### src/rtl/jk_excitation_sequencer_if.sv
// Word-level request and J/K/Q bank signals of jk_excitation_sequencer.
// The slave modport is the sequencer; the master modport is its controller/bank environment.
interface jk_excitation_sequencer_if #(
    parameter int unsigned WIDTH = 4
);
    logic             in_valid;
    logic             in_ready;
    logic [WIDTH-1:0] in_data;
    logic [WIDTH-1:0] j;
    logic [WIDTH-1:0] k;
    logic [WIDTH-1:0] q_fb;
    logic             done;
    logic             ok;
    logic             err;
    logic             clr_err;
    logic [3:0]       retry_cnt;

    modport master (
        output in_valid, in_data, q_fb, clr_err,
        input  in_ready, j, k, done, ok, err, retry_cnt
    );

    modport slave (
        input  in_valid, in_data, q_fb, clr_err,
        output in_ready, j, k, done, ok, err, retry_cnt
    );
endinterface

### src/rtl/jk_excitation_sequencer.sv
// Drives a bank of JK flip-flops toward a requested word, verifying Q and retrying on mismatch.
// Define JK_TOGGLE_MODE_EN to drive changing bits with J=K=1 instead of set/reset.
module jk_excitation_sequencer #(
    parameter int unsigned WIDTH     = 4,
    parameter int unsigned MAX_RETRY = 2
) (
    input logic                   clk,
    input logic                   rst,
    jk_excitation_sequencer_if.slave bus
);
    typedef enum logic [1:0] {StIdle, StApply, StCheck} state_t;

    state_t           state_q, state_d;
    logic [WIDTH-1:0] target_q, target_d;
    logic [WIDTH-1:0] j_q, j_d;
    logic [WIDTH-1:0] k_q, k_d;
    logic             done_q, done_d;
    logic             ok_q, ok_d;
    logic             err_q, err_d;
    logic [3:0]       retry_q, retry_d;

    function automatic logic [WIDTH-1:0] excite_j(input logic [WIDTH-1:0] q,
                                                   input logic [WIDTH-1:0] t);
`ifdef JK_TOGGLE_MODE_EN
        return q ^ t;
`else
        return ~q & t;
`endif
    endfunction

    function automatic logic [WIDTH-1:0] excite_k(input logic [WIDTH-1:0] q,
                                                   input logic [WIDTH-1:0] t);
`ifdef JK_TOGGLE_MODE_EN
        return q ^ t;
`else
        return q & ~t;
`endif
    endfunction

    always_comb begin
        state_d  = state_q;
        target_d = target_q;
        j_d      = '0;
        k_d      = '0;
        done_d   = 1'b0;
        ok_d     = ok_q;
        // A set event below overrides this clear on the same edge.
        err_d    = err_q & ~bus.clr_err;
        retry_d  = retry_q;

        unique case (state_q)
            StIdle: begin
                if (bus.in_valid) begin
                    target_d = bus.in_data;
                    j_d      = excite_j(bus.q_fb, bus.in_data);
                    k_d      = excite_k(bus.q_fb, bus.in_data);
                    retry_d  = 4'd0;
                    state_d  = StApply;
                end
            end
            StApply: begin
                state_d = StCheck;
            end
            StCheck: begin
                if (bus.q_fb == target_q) begin
                    done_d  = 1'b1;
                    ok_d    = 1'b1;
                    state_d = StIdle;
                end else if (retry_q < 4'(MAX_RETRY)) begin
                    retry_d = retry_q + 4'd1;
                    j_d     = excite_j(bus.q_fb, target_q);
                    k_d     = excite_k(bus.q_fb, target_q);
                    state_d = StApply;
                end else begin
                    done_d  = 1'b1;
                    ok_d    = 1'b0;
                    err_d   = 1'b1;
                    state_d = StIdle;
                end
            end
            default: begin
                state_d = StIdle;
            end
        endcase
    end

    always_ff @(posedge clk) begin
        if (rst) begin
            state_q  <= StIdle;
            target_q <= '0;
            j_q      <= '0;
            k_q      <= '0;
            done_q   <= 1'b0;
            ok_q     <= 1'b0;
            err_q    <= 1'b0;
            retry_q  <= 4'd0;
        end else begin
            state_q  <= state_d;
            target_q <= target_d;
            j_q      <= j_d;
            k_q      <= k_d;
            done_q   <= done_d;
            ok_q     <= ok_d;
            err_q    <= err_d;
            retry_q  <= retry_d;
        end
    end

    assign bus.in_ready  = (state_q == StIdle) && !rst;
    assign bus.j         = j_q;
    assign bus.k         = k_q;
    assign bus.done      = done_q;
    assign bus.ok        = ok_q;
    assign bus.err       = err_q;
    assign bus.retry_cnt = retry_q;
endmodule
### src/flat_wrapper.sv
// flat-port wrapper written by rule: the top's interface ports become plain ports
module jk_excitation_sequencer_flat 
#(
    parameter int unsigned WIDTH     = 4,
    parameter int unsigned MAX_RETRY = 2
)
  (clk, rst, bus_in_valid, bus_in_data, bus_q_fb, bus_clr_err, bus_in_ready, bus_j, bus_k, bus_done, bus_ok, bus_err, bus_retry_cnt);
  jk_excitation_sequencer_if #(.WIDTH(WIDTH)) bus_i ();
  input logic clk;
  input logic rst;
  input wire logic [$bits(bus_i.in_valid)-1:0] bus_in_valid;
  input wire logic [$bits(bus_i.in_data)-1:0] bus_in_data;
  input wire logic [$bits(bus_i.q_fb)-1:0] bus_q_fb;
  input wire logic [$bits(bus_i.clr_err)-1:0] bus_clr_err;
  output wire logic [$bits(bus_i.in_ready)-1:0] bus_in_ready;
  output wire logic [$bits(bus_i.j)-1:0] bus_j;
  output wire logic [$bits(bus_i.k)-1:0] bus_k;
  output wire logic [$bits(bus_i.done)-1:0] bus_done;
  output wire logic [$bits(bus_i.ok)-1:0] bus_ok;
  output wire logic [$bits(bus_i.err)-1:0] bus_err;
  output wire logic [$bits(bus_i.retry_cnt)-1:0] bus_retry_cnt;
  assign bus_i.in_valid = bus_in_valid;
  assign bus_i.in_data = bus_in_data;
  assign bus_i.q_fb = bus_q_fb;
  assign bus_i.clr_err = bus_clr_err;
  assign bus_in_ready = bus_i.in_ready;
  assign bus_j = bus_i.j;
  assign bus_k = bus_i.k;
  assign bus_done = bus_i.done;
  assign bus_ok = bus_i.ok;
  assign bus_err = bus_i.err;
  assign bus_retry_cnt = bus_i.retry_cnt;
  jk_excitation_sequencer #(.WIDTH(WIDTH), .MAX_RETRY(MAX_RETRY)) u_core (.clk(clk), .rst(rst), .bus(bus_i));
endmodule
### config.mk
export PLATFORM = sky130hd
export DESIGN_NAME = jk_excitation_sequencer_flat
export DESIGN_NICKNAME = d
export VERILOG_FILES = /design/src/rtl/jk_excitation_sequencer_if.sv /design/src/rtl/jk_excitation_sequencer.sv /design/src/flat_wrapper.sv
export SDC_FILE = /design/constraint.sdc
export NUM_CORES = 1
export LEC_CHECK = 0
export BUFFER_PORTS_ARGS = -buffer_cell sky130_fd_sc_hd__clkbuf_2
export CORE_UTILIZATION = 49
export DETAILED_ROUTE_END_ITERATION = 8
export PLACE_DENSITY = 0.86
export SLEW_MARGIN = 40
export SYNTH_ARGS = -nofsm -noshare
export SYNTH_HDL_FRONTEND = slang
export SYNTH_SLANG_ARGS = --single-unit
### constraint.sdc
create_clock -name clk -period 1.8 [get_ports clk]
set_input_delay 0.36 -clock clk [delete_from_list [all_inputs] [get_ports clk]]
set_output_delay 0.36 -clock clk [all_outputs]
set_load 0.01 [all_outputs]
==> metrics.md, run 1 <==
| Metric | Value |
|---|---|
| Least-Margin Pin Slew | `375 ps` |
| Synth-to-Final Area Change | `22.9%` |
| Number of fill cells in the layout | `142` |
| Pin count of the biggest net entering global routing | `16` |
| Dominant cell type by area after synthesis | `dfxtp_1` |
| Clock latency on the worst-skew pair | `300 ps` |
| Fin Hold WS | `321 ps` |
| Buf/Inv on CP | `0` |
| Global-route wire length before repair | `2520 microns` |
| CP endpoint kind | `flip-flop` |
| Clock-pin slew on the worst setup and hold paths | `110 ps` |
| LEAKAGE | `0.558 nW` |
| CP max stage cell | `dfxtp_1` |
| Mapped Cells | `88` |
| Startpoint types | `flip-flop` |
| WP depth | `3` |
| Top delay family on crit path | `simple AND/OR/NAND/NOR gates` |
| Routed wire length | `1680 microns` |
| Synth top area cells | `dfxtp_1, ha_1, a32o_1, inv_1, mux2i_1` |
| Post-CTS sizing | `0` |
| Crit-path max cell delay | `470 ps` |
| Max Clock Skew | `9.41 ps` |
| Total CTS buffers | `3` |
| Crit-path cells | `nor2b_2, and4_1, a32o_1` |
| Design area | `1140 sq um` |
| Status | `finished clean` |
| DR pass1 iterations | `4` |
| GP Congestion | `0.824` |
| Final Cycle Share | `0.811` |
| Dpl cell area | `1110 sq um` |
| Total track usage | `0.172` |
| Max cap viols | `0` |
| Req. time, crit path | `2040 ps` |
| # H-tree levels | `1` |
| Die area | `2060 sq um` |
| Final hold viol count | `0` |
| Via density | `5.09` |
| Yosys top cell area share | `0.455` |
| Buffers on Ports | `27` |
| Arrival time of the worst setup path | `1700 ps` |
| Cell variety after synth | `26` |
| Core area | `1750 sq um` |
| RSZ-0062 raised after global routing | `false` |
| Fin util | `0.651` |
| Initial Util | `0.530` |
| Final HPWL DP | `1310 microns` |
| Clock root buffer | `clkbuf_4` |
| Hold Buf Count CTS | `0` |
| Chip Height | `45.4 microns` |
| Relative slew slack | `0.748` |
| WS Path Type | `reg -> reg` |
| Die width | `45.4 microns` |
| Hold path depth | `3` |
| Post-CTS Setup Bufs | `0` |
| Diode count | `0` |
| Vias in the first global route | `600` |
| PwrDens | `731 nW/um^2` |
| Tmin final | `1460 ps` |
| CTS Buffer Depth | `2` |
| Syn Nets | `109` |
| Global route overflow | `0` |
| Synthesized area per cell | `10.5 sq um` |
| Worst VDD drop | `0.499 mV` |
| FF-to-FF path depth | `3` |
| Sink Count | `21` |
| Final #Nets | `143` |
| ANT nets after route | `0` |
| DRC | `0` |
| Ports | `28` |
| Synth Cell Area | `925 sq um` |
| Final-report max-slew violation count | `0` |
| Initial antenna violation count | `0` |
| Ys Warns | `0` |
| Row count | `15` |
| HP Class | `in -> reg` |
| Layout cells sized above 1 | `0.322` |
| Peak fanout along the critical path | `9` |
| Setup violators final | `0` |
| Maximum clock frequency | `0.685 GHz` |
| Drt wl/cell | `11.5 microns` |
| Starting DRC count in detailed routing | `6` |
| Post-synthesis sequential area ratio | `0.455` |
| Fin Setup TNS | `0 ps` |
| Vias | `743` |
| CTS tree | `done` |
| Number of synthesized register bits | `21` |
worst register-to-register path, delay by kind of cell, from the launching register on:
family           cells  cell delay [ps]
AO/OA/AOI/OAI        1              190
flip-flops           1              470
AND/OR/NAND/NOR      2              740
cell usage after synthesis (all sizes together):
cell type	count
a211oi	1
a21oi	2
a32o	9
a32oi	1
a41oi	1
and3	1
and4	1
buf	1
clkbuf	1
dfxtp	21
ha	9
inv	15
mux2	1
mux2i	4
nand2b	1
nand3	1
nand4	1
nor2	6
nor2b	1
nor3	3
nor3b	3
nor4b	1
o21ai	1
or2b	1
or3	1
registers in the layout (all words and copies together) (netlist names):
name,cells
u_core.bus.k,4
u_core.bus.j,4
u_core.state_q,2
u_core.bus.ok,1
u_core.bus.err,1
u_core.bus.retry_cnt,4
u_core.target_q,4
u_core.bus.done,1
area by class of cell:
cell class | instances | area (sq um) | share of cell area
Multi-Input combinational cell | 50 | 437 | 0.384
Tap cell | 25 | 31.3 | 0.0275
Inverter | 15 | 56.3 | 0.0496
Clock buffer | 4 | 26.3 | 0.0231
Sequential cell | 21 | 420 | 0.370
Timing Repair Buffer | 31 | 165 | 0.145
per-layer routing:
layer | track usage | wire length (microns)
met2 | 0.271 | 841
met3 | 0.0357 | 54
met5 | 0 | 0
met4 | 0.0909 | 27
met1 | 0.220 | 760
kinds of logic after synthesis:
group / share of synthesized area
flops: 0.455
buf+inv: 0.0731
compound gates: 0.141
mux: 0.0555
simple gates: 0.154
fa+ha+maj: 0.122
final timing paths:
check               startpoint            endpoint  slack, ps
max reg2reg  u_core.state_q[1]     u_core.bus.k[1]        340
min reg2reg      u_core.bus.ok       u_core.bus.ok        490
max          u_core.state_q[1]     u_core.bus.k[1]        340
min             bus_in_data[2]  u_core.target_q[2]        320
layout by cell type, fill, tap and decap left out, drive strengths merged:
cell	n
nand2b	1
a211oi	1
buf	4
ha	9
nand4	1
a32oi	1
nor2b	1
nor3	3
nor4b	1
inv	15
or2b	1
nor3b	3
nand3	1
and4	1
clkbuf	31
and3	1
mux2	1
a41oi	1
a32o	9
or3	1
o21ai	1
dfxtp	21
mux2i	4
a21oi	2
nor2	6
where the power goes:
group          switching [mW]  internal [mW]
clock network           0.135         0.0864
logic                  0.0595         0.0542
registers              0.0138          0.481
per-stage QoR:
step                worst slack [ps]  std cells  total power, mW
CTS                              341        146            0.836
floorplan                        296         88            0.571
global placement                 209        142            0.616
finish                           340        146            0.831
global route                     268        146            0.879
detailed placement               145        142            0.620
Note: power is estimated with default switching activity, not from simulation.
==> inputs of run 2 (changes only) <==
--- a/config.mk
+++ b/config.mk
@@ -5,10 +5,11 @@
 export SDC_FILE = /design/constraint.sdc
 export NUM_CORES = 1
 export LEC_CHECK = 0
+export ABC_AREA = 1
 export BUFFER_PORTS_ARGS = -buffer_cell sky130_fd_sc_hd__clkbuf_2
-export CORE_UTILIZATION = 49
+export CORE_UTILIZATION = 45
 export DETAILED_ROUTE_END_ITERATION = 8
-export PLACE_DENSITY = 0.86
+export PLACE_DENSITY = 0.82
 export SLEW_MARGIN = 40
 export SYNTH_ARGS = -nofsm -noshare
 export SYNTH_HDL_FRONTEND = slang
==> constraint.sdc (replaced) <==
create_clock -name clk -period 1.3 [get_ports clk]
set_input_delay 0.26 -clock clk [delete_from_list [all_inputs] [get_ports clk]]
set_output_delay 0.26 -clock clk [all_outputs]
set_load 0.01 [all_outputs]
==> run 2 against run 1 <==
Effect of this change:
- global-route usage increased by 1.4 points
- sequential power is 41% higher
- fmax increased by 11%
- cell count grew 25%
- largest cell class unchanged
- the run now ends with setup timing left
- non-clock buffer count is 5 higher
- clock skew grew 8.2 ps
- design area is 17% higher
==> metrics.md, run 2 <==
| Metric | Value |
|---|---|
| Grt peak-use layer | `met2` |
| Max Clock Skew | `17.6 ps (+8.17 ps)` |
| Clock-pin slew on the worst setup and hold paths | `130 ps (+20 ps)` |
| Clock Power Share | `0.252 (-0.015)` |
| Total track usage | `0.187 (+0.0145)` |
| RSZ-0062 raised after global routing | `true` |
| Crit-path cells | `ha_4, nand2_4, nor2_4, nand2_4, nand3_4, nand2_1, nand2_1, nor2_2` |
| LEAKAGE | `0.616 nW (+10%)` |
| Global-route wire length before repair | `3330 microns (+32%)` |
| FF-to-FF path depth | `8 (+5)` |
| Final HPWL DP | `1560 microns (+19%)` |
| EDFF count, synth | `0 (unchanged)` |
| Buffers on Ports | `27 (unchanged)` |
| Initial Util | `0.486 (-0.0435)` |
| Hold Buf Count CTS | `0 (unchanged)` |
| Top-count cell post-synth | `dfxtp_1` |
| Pin count of the biggest net entering global routing | `13 (-3)` |
| Synth Cell Area | `973 sq um (+5.3%)` |
| DRC | `0 (unchanged)` |
| Routed wire length | `2290 microns (+36%)` |
| ANT nets after route | `0 (unchanged)` |
| Via density | `5.20 (+2.2%)` |
| Number of fill cells in the layout | `176 (+24%)` |
| CTS tree | `done` |
| Core area | `2000 sq um (+15%)` |
| Synth top area cells | `dfxtp_1, ha_1, nand3_1, nand2_1, inv_1` |
| Met2 usage | `0.352 (+0.0807)` |
| Chip Height | `48.5 microns (+6.8%)` |
| GP Congestion | `0.830 (+0.72%)` |
| Setup ws final | `-19.0 ps (-359 ps)` |
| Setup violators final | `2 (+2)` |
| Crit-path max cell delay | `360 ps (-110 ps)` |
| WS Path Type | `reg -> reg` |
| Yosys top cell area share | `0.432 (-0.0228)` |
| Max cap viols | `0 (unchanged)` |
| Least-Margin Pin Slew | `294 ps (-81.0 ps)` |
| Drt wl/cell | `12.6 microns (+8.8%)` |
| Hold path depth | `3 (unchanged)` |
| Vias in the first global route | `866 (+44%)` |
| # H-tree levels | `1 (unchanged)` |
| Cell variety after synth | `20 (-23%)` |
| Dominant cell type by area after synthesis | `dfxtp_1` |
| Fin cells | `182 (+25%)` |
| DR pass1 iterations | `4 (unchanged)` |
| Final #Nets | `177 (+24%)` |
| DP Worst Slack | `-213 ps (-358 ps)` |
| Fin util | `0.662 (+0.0110)` |
| Clock latency on the worst-skew pair | `330 ps (+30 ps)` |
| Tmin final | `1320 ps (-141 ps)` |
| Clock root buffer | `clkbuf_4` |
| Synthesized area per cell | `8.32 sq um (-21%)` |
| Number of synthesized register bits | `21 (unchanged)` |
| Mapped Cells | `117 (+33%)` |
| Post-synthesis sequential area ratio | `0.432 (-0.0228)` |
| # placed instances | `176 (+24%)` |
| Row count | `16 (+1)` |
| Req. time, crit path | `1540 ps (-500 ps)` |
| Ports | `28 (unchanged)` |
| Sink Count | `21 (unchanged)` |
| Global route overflow | `0 (unchanged)` |
| Final hold viol count | `0 (unchanged)` |
| Most common cell after layout, fill and taps aside | `clkbuf_2` |
| Die width | `48.5 microns (+6.8%)` |
| Layout cells sized above 1 | `0.413 (+0.0906)` |
| HP Class | `in -> reg` |
| Syn Nets | `138 (+27%)` |
| Relative slew slack | `0.804 (+0.0557)` |
| Die area | `2350 sq um (+14%)` |
| Arrival time of the worst setup path | `1560 ps (-140 ps)` |
| GR Layer Usage met3 | `0.0566 (+0.0209)` |
| Startpoint types | `flip-flop` |
| Reg power frac | `0.533 (-0.063)` |
| Peak fanout along the critical path | `5 (-4)` |
| Main synth FF type | `dfxtp_1` |
| Worst VDD drop | `0.928 mV (+86%)` |
| PwrDens | `988 nW/um^2 (+35%)` |
| Combinational power share | `0.215 (+0.078)` |
| Int Pwr | `909 uW (+46%)` |
| Initial antenna violation count | `0 (unchanged)` |
| Vias | `947 (+27%)` |
| Synth-to-Final Area Change | `36.1%` |
| Starting DRC count in detailed routing | `10 (+4)` |
| Sw Ratio | `0.305 (+0.0540)` |
| Final Cycle Share | `1.01 (+0.204)` |
| Ys Warns | `0 (unchanged)` |
| CP endpoint kind | `flip-flop` |
| Failing checks | `setup timing` |
| Final-report max-slew violation count | `0 (unchanged)` |
| Met1 Use GR | `0.175 (-0.0449)` |
| Most frequent cells after synthesis | `dfxtp_1, nand2_1, inv_1` |
| Maximum clock frequency | `0.758 GHz (+11%)` |
| Total CTS buffers | `3 (unchanged)` |
| CTS Buffer Depth | `2 (unchanged)` |
| CP max stage cell | `dfxtp_2` |
| Synth async-reset ratio | `0 (unchanged)` |
| Sw power | `399 uW (+91%)` |
| Most frequent cells in the layout | `clkbuf_2, dfxtp_1, inv_1` |
| Status | `finished with violations` |
| Diode count | `0 (unchanged)` |
## run 2: cell types whose count changed in the layout (fill, tap and decap cells not counted), sizes merged, moves of 4 or more
cell / change
a21oi: +8
mux2i: -4
buf: +6
a32o: -9
nor2: +9
nand3: +14
nand2: +18
## run 2: timing repair
item / in CTS / in global routing
endpoints found under the setup margin: 7 / 13
gates cloned: 0 / 1
buffers inserted: 0 / 1
pin swaps: 0 / 2
resized for setup: 7 / 13
## run 2: routing by layer
metal / wire [microns] / share of wire / vias up
li1: - / - / 464
met1: 949 / 0.42 / 435
met2: 1140 / 0.50 / 39
met3: 120 / 0.053 / 9
met4: 77 / 0.034 / 0
met5: 0 / 0 / -
## run 2: worst max-delay path, delay by kind of cell, from the launching register on
family | cells | cell delay (ps)
simple gates | 7 | 590
fa+ha+maj | 1 | 270
flops | 1 | 360
## run 2: final timing paths
kind / startpoint / endpoint / slack, ps
min: bus_q_fb[3] / u_core.bus.k[3] / 200
max: u_core.target_q[1] / u_core.bus.retry_cnt[1] / -20
min reg2reg: u_core.bus.retry_cnt[3] / u_core.bus.retry_cnt[3] / 470
max reg2reg: u_core.target_q[1] / u_core.bus.retry_cnt[1] / -20
## run 2: layout make-up
class | instances | area (sq um) | area share
clock buffers | 3 | 22.5 | 0.0170
clock inverters | 1 | 5.00 | 0.00378
inverters | 16 | 60.1 | 0.0453
multi-input cells | 78 | 572 | 0.432
flip-flops and latches | 21 | 429 | 0.324
well taps | 27 | 33.8 | 0.0255
repair buffers | 36 | 203 | 0.153
## run 2: cells by family after synthesis
group           after synthesis  synth area share
fa+ha+maj                     9             0.116
flops                        21             0.432
simple gates                 52             0.274
buf+inv                      19            0.0810
compound gates               16            0.0977
## run 2: power groups by stage
stage / combinational, mW / clock, mW / sequential [mW]
final: 0.281 / 0.330 / 0.698
after global routing: 0.306 / 0.366 / 0.701
after CTS: 0.241 / 0.346 / 0.690
after detailed placement: 0.224 / 0 / 0.704
after global placement: 0.218 / 0 / 0.702
after floorplan: 0.133 / 0 / 0.708
## run 2: stage by stage
stage	hold slack (ps)	TNS, ps	total power [mW]	instance area [sq um]
after floorplan	407	0	0.841	973
after global placement	453	-921	0.920	1180
after detailed placement	452	-1390	0.928	1180
after CTS	176	-2.86	1.28	1240
after global routing	190	-274	1.37	1330
final	198	-34.9	1.31	1330
==> inputs of run 3 (changes only) <==
--- a/config.mk
+++ b/config.mk
@@ -14,3 +14,4 @@
 export SYNTH_ARGS = -nofsm -noshare
 export SYNTH_HDL_FRONTEND = slang
 export SYNTH_SLANG_ARGS = --single-unit
+export TNS_END_PERCENT = 5
==> run 3 against run 2 <==
Effect of this change:
- the flow still finishes with violations (setup timing)
- worst hold slack got worse by 1.4 ps
- register-to-register slack got worse by 20 ps
- die area unchanged
- largest cell class unchanged
==> metrics.md, run 3 (synthesis gave the netlist of run 2 again) <==
| Metric | Value |
|---|---|
| Status | `finished with violations` |
| Failing checks | `setup timing` |
| CTS tree | `done` |
| Crit-path cells | `ha_4, nand2_4, nor2_4, nand2_4, nand3_4, nand2_1, nand2_1, nor2_2` |
| DRC | `0 (unchanged)` |
| Ports | `28 (unchanged)` |
| Setup violators final | `2 (unchanged)` |
| Routed wire length | `2230 microns (-2.5%)` |
| # placed instances | `176 (unchanged)` |
| Int Pwr | `911 uW (+0.17%)` |
| Tmin final | `1340 ps (+19.6 ps)` |
| Layout cells sized above 1 | `0.413 (unchanged)` |
| Req. time, crit path | `1540 ps (about the same)` |
| DP Worst Slack | `-213 ps (unchanged)` |
| Clock latency on the worst-skew pair | `320 ps (about the same)` |
| Global route overflow | `0 (unchanged)` |
| Final #Nets | `177 (unchanged)` |
| Core area | `2000 sq um (unchanged)` |
| Initial antenna violation count | `0 (unchanged)` |
| Combinational power share | `0.215 (about the same)` |
| Peak fanout along the critical path | `5 (unchanged)` |
| LEAKAGE | `0.618 nW (+0.28%)` |
| Sink Count | `21 (unchanged)` |
| Max cap viols | `0 (unchanged)` |
| Final-report max-slew violation count | `0 (unchanged)` |
| Drt wl/cell | `12.2 microns (-2.5%)` |
| Relative slew slack | `0.831 (+0.0274)` |
| Via density | `5.18 (-0.53%)` |
| Fin Setup TNS | `-42.6 ps (-7.62 ps)` |
| Pin count of the biggest net entering global routing | `13 (unchanged)` |
| Chip Height | `48.5 microns (unchanged)` |
| GP Congestion | `0.830 (unchanged)` |
| Vias in the first global route | `863 (-0.35%)` |
| Fin cells | `182 (unchanged)` |
| Worst VDD drop | `0.917 mV (-1.2%)` |
| Maximum clock frequency | `0.747 GHz (-1.5%)` |
| Initial Util | `0.486 (unchanged)` |
| Final HPWL DP | `1560 microns (unchanged)` |
| CTS Buffer Depth | `2 (unchanged)` |
| Crit-path max cell delay | `360 ps (about the same)` |
| Synth-to-Final Area Change | `36.4%` |
| Clock-pin slew on the worst setup and hold paths | `130 ps (about the same)` |
| Fin util | `0.663 (+0.00125)` |
| Vias | `942 (-0.53%)` |
| Final Cycle Share | `1.03 (+0.0151)` |
| Buf/Inv on CP | `0 (unchanged)` |
| Sw power | `395 uW (-1.0%)` |
| Diode count | `0 (unchanged)` |
| Arrival time of the worst setup path | `1580 ps (+20 ps)` |
| Row count | `16 (unchanged)` |
| HP Class | `in -> reg` |
| Die width | `48.5 microns (unchanged)` |
| CP max stage cell | `dfxtp_2` |
| Hold Buf Count CTS | `0 (unchanged)` |
| Reg power frac | `0.535 (+0.002)` |
| DR pass1 iterations | `4 (unchanged)` |
| CP endpoint kind | `flip-flop` |
| Total track usage | `0.187 (unchanged)` |
| ANT nets after route | `0 (unchanged)` |
| Global-route wire length before repair | `3330 microns (unchanged)` |
| Buffers on Ports | `27 (unchanged)` |
| Startpoint types | `flip-flop` |
| PwrDens | `984 nW/um^2 (-0.39%)` |
| Final hold viol count | `0 (unchanged)` |
| Sw Ratio | `0.303 (-0.00255)` |
| # H-tree levels | `1 (unchanged)` |
| RSZ-0062 raised after global routing | `true` |
| Setup ws final | `-38.6 ps (-19.6 ps)` |
| Top delay family on crit path | `simple AND/OR/NAND/NOR gates` |
| WS Path Type | `reg -> reg` |
| Total CTS buffers | `3 (unchanged)` |
| Least-Margin Pin Slew | `253 ps (-41.3 ps)` |
| Most frequent cells in the layout | `clkbuf_2, dfxtp_1, inv_1` |
| Clock root buffer | `clkbuf_4` |
| Clock Power Share | `0.250 (-0.002)` |
| Starting DRC count in detailed routing | `10 (unchanged)` |
| Most common cell after layout, fill and taps aside | `clkbuf_2` |
| Die area | `2350 sq um (unchanged)` |
| Max Clock Skew | `14.4 ps (-3.20 ps)` |
==> run 3: changes by cell type in the layout (fill, tap and decap cells not counted), sizes merged <==
cell,change
clkbuf,+1
buf,-1
==> run 3: area by class of cell <==
class / count / area (sq um)
clock buffers: 3 / 22.5
inverters: 16 / 60.1
multi-input cells: 78 / 577
flip-flops and latches: 21 / 427
fillers: 175 / 674
well taps: 27 / 33.8
clock inverters: 1 / 5.00
repair buffers: 36 / 203
==> run 3: final timing paths <==
check                     startpoint                 endpoint  slack (ps)  cells after the start
max               u_core.target_q[1]  u_core.bus.retry_cnt[1]         -40                      8
min                      bus_q_fb[3]          u_core.bus.k[3]         200                      3
max reg2reg       u_core.target_q[1]  u_core.bus.retry_cnt[1]         -40                      8
min reg2reg  u_core.bus.retry_cnt[3]  u_core.bus.retry_cnt[3]         470                      2
==> run 3: power groups by stage <==
stage	sequential, mW	combinational, mW	clock (mW)
floorplan	0.708	0.133	0
global placement	0.702	0.218	0
detailed placement	0.704	0.224	0
CTS	0.690	0.238	0.346
global route	0.702	0.308	0.366
finish	0.699	0.281	0.326
==> run 3: metrics by stage <==
step,hold slack (ps),cell area [sq um],total power [mW]
5_1_grt,205,1330,1.38
3_5_place_dp,452,1180,0.928
2_1_floorplan,407,973,0.841
4_1_cts,176,1230,1.27
6_report,196,1330,1.31
3_3_place_gp,453,1180,0.920
==> run 3: metal layers <==
| layer | up-vias | global-route usage | wire (microns) |
|---|---|---|---|
| li1 | 463 | - | - |
| met1 | 438 | 0.175 | 935 |
| met2 | 33 | 0.352 | 1110 |
| met3 | 8 | 0.0566 | 119 |
| met4 | 0 | 0.113 | 68 |
| met5 | - | 0 | 0 |
==> run 3: tightest hold or removal path: cells and delay by family <==
family | cells | cell delay [ps]
AO/OA/AOI/OAI | 1 | 50
buffers and inverters | 1 | 110
AND/OR/NAND/NOR | 1 | 70
==> run 3: timing repair <==
item / in CTS / in global routing
buffers inserted: 0 / 1
endpoints found under the setup margin: 7 / 14
gates resized for setup: 6 / 13
pin swaps: 1 / 5
cloned: 0 / 1
